### config.mk
export PLATFORM = sky130hd
export DESIGN_NAME = axi_lite_arb
export DESIGN_NICKNAME = d
export VERILOG_FILES = /design/src/rtl/axi_lite_arb_pkg.sv /design/src/rtl/rr_arb2.sv /design/src/rtl/axi_lite_arb.sv
export SDC_FILE = /design/constraint.sdc
export NUM_CORES = 1
export LEC_CHECK = 0
export CORE_AREA = 2 2 141 143
export CTS_CLUSTER_DIAMETER = 60
export DETAILED_ROUTE_END_ITERATION = 6
export DIE_AREA = 0 0 143 145
export MAX_ROUTING_LAYER = met4
export PLACE_DENSITY = 0.49
export REMOVE_ABC_BUFFERS = 1
export SYNTH_ARGS = -nofsm -noshare
export SYNTH_HDL_FRONTEND = slang
export SYNTH_SLANG_ARGS = --single-unit
### constraint.sdc
create_clock -name clk_i -period 4.21 [get_ports clk_i]
set_input_delay 0.842 -clock clk_i [delete_from_list [all_inputs] [get_ports clk_i]]
set_output_delay 0.842 -clock clk_i [all_outputs]
set_load 0.1 [all_outputs]
### src/rtl/axi_lite_arb_pkg.sv
// Shared encodings for the two-master AXI-lite arbiter: one-hot FSM states,
// owner encoding and AXI response codes.
package axi_arb_pkg;
    typedef logic [4:0] state_t;

    localparam state_t ST_IDLE    = 5'b00001;
    localparam state_t ST_RD_ADDR = 5'b00010;
    localparam state_t ST_RD_DATA = 5'b00100;
    localparam state_t ST_WR_REQ  = 5'b01000;
    localparam state_t ST_WR_RESP = 5'b10000;

    localparam logic OWN_IFU = 1'b0;
    localparam logic OWN_LSU = 1'b1;

    localparam logic [1:0] RESP_OKAY   = 2'b00;
    localparam logic [1:0] RESP_SLVERR = 2'b10;
    localparam logic [1:0] RESP_DECERR = 2'b11;
endpackage

### src/rtl/rr_arb2.sv
// Two-way round-robin picker: a sole requester wins, a tie goes to the
// requester that was not granted last (bit 0 = IFU, bit 1 = LSU).
module rr_arb2 (
    input  logic [1:0] req,
    input  logic       last,
    output logic [1:0] gnt
);
    assign gnt[0] = req[0] & (~req[1] | last);
    assign gnt[1] = req[1] & (~req[0] | ~last);
endmodule

### src/rtl/axi_lite_arb.sv
// Shares one AXI-lite slave port between the IFU (read-only) and the LSU,
// granting whole transactions round-robin with pure combinational routing.
module axi_lite_arb
    import axi_arb_pkg::*;
#(
    parameter int ADDR_W = 32,
    parameter int DATA_W = 32
) (
    input  logic                clk_i,
    input  logic                rst_i,
    input  logic                ifu_ar_valid_i,
    input  logic [ADDR_W-1:0]   ifu_ar_addr_i,
    output logic                ifu_ar_ready_o,
    output logic                ifu_r_valid_o,
    output logic [DATA_W-1:0]   ifu_r_data_o,
    output logic [1:0]          ifu_r_resp_o,
    input  logic                ifu_r_ready_i,
    input  logic                lsu_ar_valid_i,
    input  logic [ADDR_W-1:0]   lsu_ar_addr_i,
    output logic                lsu_ar_ready_o,
    output logic                lsu_r_valid_o,
    output logic [DATA_W-1:0]   lsu_r_data_o,
    output logic [1:0]          lsu_r_resp_o,
    input  logic                lsu_r_ready_i,
    input  logic                lsu_aw_valid_i,
    input  logic [ADDR_W-1:0]   lsu_aw_addr_i,
    output logic                lsu_aw_ready_o,
    input  logic                lsu_w_valid_i,
    input  logic [DATA_W-1:0]   lsu_w_data_i,
    input  logic [DATA_W/8-1:0] lsu_w_strb_i,
    output logic                lsu_w_ready_o,
    output logic                lsu_b_valid_o,
    output logic [1:0]          lsu_b_resp_o,
    input  logic                lsu_b_ready_i,
    output logic                slv_ar_valid_o,
    output logic [ADDR_W-1:0]   slv_ar_addr_o,
    input  logic                slv_ar_ready_i,
    input  logic                slv_r_valid_i,
    input  logic [DATA_W-1:0]   slv_r_data_i,
    input  logic [1:0]          slv_r_resp_i,
    output logic                slv_r_ready_o,
    output logic                slv_aw_valid_o,
    output logic [ADDR_W-1:0]   slv_aw_addr_o,
    input  logic                slv_aw_ready_i,
    output logic                slv_w_valid_o,
    output logic [DATA_W-1:0]   slv_w_data_o,
    output logic [DATA_W/8-1:0] slv_w_strb_o,
    input  logic                slv_w_ready_i,
    input  logic                slv_b_valid_i,
    input  logic [1:0]          slv_b_resp_i,
    output logic                slv_b_ready_o
);
    state_t     state_q, state_d;
    logic       owner_q, last_q, aw_done_q, w_done_q;
    logic [1:0] gnt;
    logic       req_lr, req_lw;
    logic       in_rd_addr, in_rd_data, in_wr_req, in_wr_resp;
    logic       aw_hs, w_hs;

    assign req_lr = lsu_ar_valid_i;
    assign req_lw = lsu_aw_valid_i | lsu_w_valid_i;

    rr_arb2 u_rr (
        .req  ({req_lr | req_lw, ifu_ar_valid_i}),
        .last (last_q),
        .gnt  (gnt)
    );

    assign in_rd_addr = (state_q == ST_RD_ADDR);
    assign in_rd_data = (state_q == ST_RD_DATA);
    assign in_wr_req  = (state_q == ST_WR_REQ);
    assign in_wr_resp = (state_q == ST_WR_RESP);

    assign aw_hs = slv_aw_valid_o & slv_aw_ready_i;
    assign w_hs  = slv_w_valid_o & slv_w_ready_i;

    always_ff @(posedge clk_i) begin
        if (rst_i) begin
            state_q   <= ST_IDLE;
            owner_q   <= OWN_IFU;
            last_q    <= OWN_IFU;
            aw_done_q <= 1'b0;
            w_done_q  <= 1'b0;
        end else begin
            state_q <= state_d;
            if (state_q == ST_IDLE && gnt != 2'b00) begin
                owner_q   <= gnt[1];
                last_q    <= gnt[1];
                aw_done_q <= 1'b0;
                w_done_q  <= 1'b0;
            end else if (in_wr_req) begin
                aw_done_q <= aw_done_q | aw_hs;
                w_done_q  <= w_done_q | w_hs;
            end
        end
    end

    always_comb begin
        state_d = state_q;
        unique case (state_q)
            ST_IDLE: begin
                // A write outranks an LSU read when both are (wrongly) raised.
                if (gnt[1] && req_lw)  state_d = ST_WR_REQ;
                else if (gnt != 2'b00) state_d = ST_RD_ADDR;
            end
            ST_RD_ADDR: if (slv_ar_valid_o && slv_ar_ready_i) state_d = ST_RD_DATA;
            ST_RD_DATA: if (slv_r_valid_i && slv_r_ready_o)   state_d = ST_IDLE;
            ST_WR_REQ:  if ((aw_done_q | aw_hs) && (w_done_q | w_hs)) state_d = ST_WR_RESP;
            ST_WR_RESP: if (slv_b_valid_i && slv_b_ready_o)   state_d = ST_IDLE;
            default:    state_d = ST_IDLE;
        endcase
    end

    always_comb begin
        slv_ar_valid_o = in_rd_addr & (owner_q ? lsu_ar_valid_i : ifu_ar_valid_i);
        slv_ar_addr_o  = in_rd_addr ? (owner_q ? lsu_ar_addr_i : ifu_ar_addr_i) : '0;
        ifu_ar_ready_o = in_rd_addr & ~owner_q & slv_ar_ready_i;
        lsu_ar_ready_o = in_rd_addr &  owner_q & slv_ar_ready_i;

        slv_r_ready_o  = in_rd_data & (owner_q ? lsu_r_ready_i : ifu_r_ready_i);
        ifu_r_valid_o  = in_rd_data & ~owner_q & slv_r_valid_i;
        lsu_r_valid_o  = in_rd_data &  owner_q & slv_r_valid_i;
        ifu_r_data_o   = (in_rd_data & ~owner_q) ? slv_r_data_i : '0;
        lsu_r_data_o   = (in_rd_data &  owner_q) ? slv_r_data_i : '0;
        ifu_r_resp_o   = (in_rd_data & ~owner_q) ? slv_r_resp_i : 2'b00;
        lsu_r_resp_o   = (in_rd_data &  owner_q) ? slv_r_resp_i : 2'b00;

        // Once a channel has handshaken, it stays masked so it is never issued twice.
        slv_aw_valid_o = in_wr_req & ~aw_done_q & lsu_aw_valid_i;
        slv_aw_addr_o  = in_wr_req ? lsu_aw_addr_i : '0;
        lsu_aw_ready_o = in_wr_req & ~aw_done_q & slv_aw_ready_i;
        slv_w_valid_o  = in_wr_req & ~w_done_q & lsu_w_valid_i;
        slv_w_data_o   = in_wr_req ? lsu_w_data_i : '0;
        slv_w_strb_o   = in_wr_req ? lsu_w_strb_i : '0;
        lsu_w_ready_o  = in_wr_req & ~w_done_q & slv_w_ready_i;

        slv_b_ready_o  = in_wr_resp & lsu_b_ready_i;
        lsu_b_valid_o  = in_wr_resp & slv_b_valid_i;
        lsu_b_resp_o   = in_wr_resp ? slv_b_resp_i : 2'b00;
    end
endmodule
==> summary.txt, run 1 <==
Global route
  – All-layer global routing usage: 12.1%
  – Vias in the first global route: 3318
  – First-pass GRT wire length: 19000 µm
  – Global route overflow: 0
  – Pin count of the biggest net entering global routing: 77
  – Initial antenna violation count: 0

Clock network
  – TritonCTS Sinks: 8
  – Maximum buffer depth of the clock tree: 2
  – # H-tree levels: 1
  – Post-CTS Hold Fix Bufs: 0
  – CTS tree: yes
  – Num CTS Buffers: 3
  – Clk Latency, worst-skew pair: 0.24 ns
  – Post CTS Setup Buffer Count: 0
  – Root buf cell: clkbuf_16
  – Reg clk slew, reported paths: 0.04 ns
  – PostCTS Resize Cnt: 0

Route
  – Drt pass-1 iters: 4
  – Routed Antenna Nets: 0
  – DRC Markers: 0
  – Vias per inst: 3.83
  – Via count: 3468
  – DRT Wirelength: 13500 µm
  – WL/cell: 14.9 µm
  – Number of DRC markers in iteration 0: 97

Finish
  – Layout cells sized above 1: 31.5%
  – Antenna Cells: 0
  – Area of the multi-input gates: 0.00173 mm²
  – Post-route insts no fill: 906
  – Finished Cell Area: 0.00552 mm²
  – Layout area overhead: 174%
  – Most common cell after layout, fill and taps aside: buf_4
  – Commonest cells after routing, fill and taps aside: 186 x buf_4, 181 x clkdlybuf4s50_1, 70 x and2_1
  – Filler cells: 2066
  – Seq. cell area: 161 µm²
  – Final #Nets: 825

Setup path
  – Crit end category: output port
  – Crit Path Category: register to output port
  – FF-to-FF path depth: 3
  – Critical path required time: 3.37 ns
  – Worst-path fanout max: 35
  – Arrival time worst endpoint: 2.39 ns
  – Critical Path Source Type: register

Status
  – Status: completed

Pwr
  – Pleak: 2.76 nW
  – IR drop worst, VDD: 0.103 mV
  – Pwr/cell area: 216 mW/mm²
  – Power Total: 1.19 mW

STA
  – Final Hold Fails: 0
  – Final worst-path cycle share: 76.9%
  – Slew Viols, Final: 0
  – Final Skew: 0.000468 ns
  – Fin crit period: 3.24 ns
  – Rel. slew slack: 35.0%
  – Slew @ Worst Pin: 0.971 ns
  – RSZ-0062 raised after global routing: no
  – Final setup fails: 0
  – Max Fclk: 309 MHz

Floorplan
  – Core area: 0.0192 mm²
  – Die Ht: 145 µm
  – Die Area: 0.0207 mm²
  – Initial Utilization: 10.5%
  – Std-Cell Rows: 51
  – I/O pins: 364
  – Width of the die: 143 µm

Min path
  – Worst hold path class: register to register
  – Hold Path Depth: 2

Place
  – Detailed placer's ending HPWL: 11500 µm
  – Routability Congestion: 0.841
  – Area post-placement: 0.00544 mm²
  – Input/output buffers: 363
  – Cell count after placement: 903

Synth
  – Yosys reg bits: 8
  – Mapped Area: 0.00202 mm²
  – Seq/Total Area, Yosys: 7.94%
  – Cells after synthesis: 301
  – Synth cell types: 37
  – Yosys warning count: 0
  – Synth Area per Inst: 6.70 µm²

Run
  – Max Cap Viol: 0
synthesized netlist by cell type, drive strengths merged:
| master | instances | area (µm²) |
|---|---|---|
| or2 | 1 | 6.26 |
| o211ai | 2 | 15.0 |
| inv | 3 | 11.3 |
| nand2b | 1 | 6.26 |
| nor3b | 5 | 37.5 |
| nor2 | 35 | 131 |
| clkbuf | 23 | 92.6 |
| buf | 7 | 33.8 |
| or4b | 1 | 10.0 |
| or4 | 1 | 7.51 |
| and2 | 70 | 438 |
| nor4 | 2 | 12.5 |
| mux2i | 33 | 330 |
| nand2 | 3 | 11.3 |
| o41ai | 1 | 8.76 |
| nor2b | 3 | 18.8 |
| o31ai | 1 | 7.51 |
| a21boi | 1 | 7.51 |
| mux2 | 1 | 11.3 |
| a22o | 1 | 8.76 |
| a31oi | 2 | 12.5 |
| nor3 | 5 | 47.5 |
| and3 | 73 | 463 |
| dfxtp | 8 | 160 |
| nand3 | 3 | 15.0 |
| a21oi | 4 | 20.0 |
| or3 | 3 | 23.8 |
| a2111o | 1 | 11.3 |
| a311oi | 1 | 8.76 |
| a41oi | 2 | 17.5 |
| o2bb2ai | 1 | 8.76 |
| a211oi | 3 | 22.5 |
per-stage QoR:
step	hold slack, ns	util (%)	TNS (ns)	setup WS (ns)
4_1_cts	0.615	28.7	0	0.881
6_report	0.609	28.7	0	0.974
5_1_grt	0.646	28.7	0	0.759
2_1_floorplan	0.510	-	-53.65	-2.29
3_5_place_dp	0.607	28.3	0	1.13
3_3_place_gp	0.600	28.3	0	1.19
registers in the layout (all words and copies together), names as in the netlist:
register,count
aw_done_q,1
state_q,5
last_q,1
w_done_q,1
routing by layer:
metal | part of all wire [%] | up-vias | track usage (%)
met5 | 0 | - | -
li1 | - | 1731 | -
met1 | 39 | 1542 | 13.3
met4 | 1.3 | 0 | 2.87
met3 | 6.9 | 13 | 1.39
met2 | 53 | 182 | 22.8
worst max-delay path, cell delays in order (launching register included):
cell	delay, ns
dfxtp_1	0.35
or3_4	0.45
nor3_4	0.80
and2_1	0.25
buf_4	0.29
power breakdown:
part           internal [mW]  switching (mW)
clock                  0.123          0.0399
combinational          0.322           0.589
sequential            0.0865          0.0316
layout make-up:
cell class / instances / share of cell area (%)
tap: 265 / 6.01
inverter: 3 / 0.204
timing repair buffer: 367 / 58.1
multi-input combinational: 260 / 31.4
sequential: 8 / 2.92
clock buffer: 3 / 1.36
worst paths after layout:
check / start / endpoint / slack [ns]
worst max-delay path: state_q[3] / ifu_r_data_o[26] / 0.97
worst min-delay path: aw_done_q / aw_done_q / 0.61
worst max register to register: state_q[4] / last_q / 2.47
worst min register to register: aw_done_q / aw_done_q / 0.61
cell families (layout without fill, tap and decap cells):
family | count (synthesis) | in the layout | share of synthesized area [%]
AND/OR/NAND/NOR | 206 | 206 | 60.9
multiplexers | 34 | 34 | 16.9
buffers and inverters | 33 | 373 | 6.82
AO/OA/AOI/OAI | 20 | 20 | 7.38
flip-flops | 8 | 8 | 7.94
Power figures use the tool's default switching activity.
==> inputs of run 2 (changes only) <==
- CORE_AREA: 2 2 141 143 -> 2 2 143 145
- DIE_AREA: 0 0 143 145 -> 0 0 145 147
- PLACE_DENSITY: 0.49 -> 0.48
- clock period: 4.21 -> 3.3 ns (I/O delays scaled with it)
==> summary.txt, run 2 (synthesis results as in run 1) <==
Status
  – Status: completed

Setup path
  – Crit Path Category: register to output port
  – FF-to-FF setup slack: 1.33 ns
  – FF-to-FF path depth: 5
  – Critical path required time: 2.64 ns
  – Reg2Reg Capture Point: state_q[4]
  – Critical Path Source Type: register
  – Crit end category: output port
  – Worst-path fanout max: 40
  – Arrival time worst endpoint: 1.98 ns
  – Crit-path cells: nor3_2 -> buf_4 -> and3_1 -> buf_12
  – Max incr delay on CP: 0.48 ns
  – Crit Reg-Reg Startpoint: state_q[3]
  – Slowest cell on crit path: nor3_2

Clock network
  – PostCTS Resize Cnt: 0
  – Post-CTS Hold Fix Bufs: 0
  – Num CTS Buffers: 3
  – CTS tree: yes
  – Post CTS Setup Buffer Count: 0
  – # H-tree levels: 1
  – Root buf cell: clkbuf_16
  – Clk Latency, worst-skew pair: 0.23 ns
  – Reg clk slew, reported paths: 0.04 ns
  – TritonCTS Sinks: 8
  – Maximum buffer depth of the clock tree: 2

Run
  – Max Cap Viol: 0

Floorplan
  – I/O pins: 364
  – Die Ht: 147 µm
  – Width of the die: 145 µm
  – Initial Utilization: 10.2%
  – Std-Cell Rows: 52
  – Die Area: 0.0213 mm²
  – Core area: 0.0198 mm²

Global route
  – First-pass GRT wire length: 21500 µm
  – Global route overflow: 0
  – Initial antenna violation count: 2
  – Pin count of the biggest net entering global routing: 42
  – All-layer global routing usage: 13.0%
  – Vias in the first global route: 3653

Pwr
  – IR drop worst, VDD: 0.111 mV
  – Pwr/cell area: 221 mW/mm²
  – Pleak: 3.27 nW

STA
  – Worst Hold Margin: 0.605 ns
  – Slew @ Worst Pin: 0.791 ns
  – Final worst-path cycle share: 79.9%
  – Final setup fails: 0
  – Slew Viols, Final: 0
  – Fin crit period: 2.64 ns
  – RSZ-0062 raised after global routing: no
  – Max Fclk: 379 MHz
  – Final Skew: 0.00209 ns
  – Final Hold Fails: 0
  – Rel. slew slack: 46.8%
  – Min setup slack post-route: 0.664 ns

Route
  – WL/cell: 15.5 µm
  – Drt pass-1 iters: 4
  – Routed Antenna Nets: 0
  – Via count: 3538
  – DRC Markers: 0
  – Number of DRC markers in iteration 0: 62
  – DRT Wirelength: 14200 µm
  – Vias per inst: 3.85

Place
  – Routability Congestion: 0.789
  – Input/output buffers: 363
  – Post-placement setup slack: 0.757 ns
  – Detailed placer's ending HPWL: 12500 µm

Min path
  – Hold EP: state_q[4]
  – Hold Path Depth: 2
  – Worst hold path class: register to register
  – Hold path start: state_q[4]

Finish
  – Max FFs per register: 5
  – Layout area overhead: 286%
  – Most common cell after layout, fill and taps aside: clkdlybuf4s50_1
  – Layout cells sized above 1: 32.0%
  – Seq. cell area: 161 µm²
  – Final #Nets: 830
  – Commonest cells after routing, fill and taps aside: 181 x clkdlybuf4s50_1, 178 x buf_12, 70 x and2_1
  – Area of the multi-input gates: 0.00173 mm²
  – Final core occ: 39.3%
  – Register with the most flip-flops: state_q
  – Filler cells: 1922
[run 2: worst max-delay path by stage]
stage / cells after the start / startpoint / end
6_report: 4 / state_q[4] / slv_aw_addr_o[27]
3_3_place_gp: 4 / ifu_r_ready_i / slv_r_ready_o
3_5_place_dp: 4 / ifu_ar_valid_i / slv_ar_valid_o
5_1_grt: 5 / state_q[3] / lsu_aw_ready_o
2_1_floorplan: 3 / state_q[4] / lsu_aw_ready_o
4_1_cts: 5 / last_q / lsu_r_data_o[6]
[run 2: critical path, delay by kind of cell (launching register included)]
kind	cells	cell delay, ns
and+or+nand+nor	2	0.75
DFF	1	0.39
buffers and inverters	2	0.59
[run 2: per-stage QoR]
step / cell area (µm²) / cells / TNS (ns) / total power [mW]
floorplan: 1890 / 271 / -136.64 / 0.902
global placement: 7710 / 913 / 0 / 1.51
detailed placement: 7710 / 913 / 0 / 1.53
CTS: 7790 / 916 / 0 / 1.74
global route: 7790 / 918 / 0 / 1.80
finish: 7790 / 918 / 0 / 1.72
[run 2: layout make-up]
| class | count | area share [%] |
|---|---|---|
| timing repair buffer | 372 | 70.2 |
| multi-input combinational | 260 | 22.2 |
| tap | 270 | 4.33 |
| sequential | 8 | 2.07 |
| clock buffer | 3 | 0.963 |
| inverter | 3 | 0.144 |
| antenna | 2 | 0.0642 |
[run 2: metal layers]
layer | wire [µm] | global-route usage [%] | vias up
met5 | 0 | - | -
met1 | 5580 | 14.8 | 1595
met2 | 7440 | 23.2 | 182
li1 | - | - | 1748
met4 | 186 | 2.33 | 0
met3 | 1030 | 3.39 | 13
[run 2: where the power goes]
part	internal [mW]	total (mW)	switching (mW)
Combinational	0.581	1.37	0.785
Clock	0.156	0.207	0.0501
Sequential	0.110	0.148	0.0380
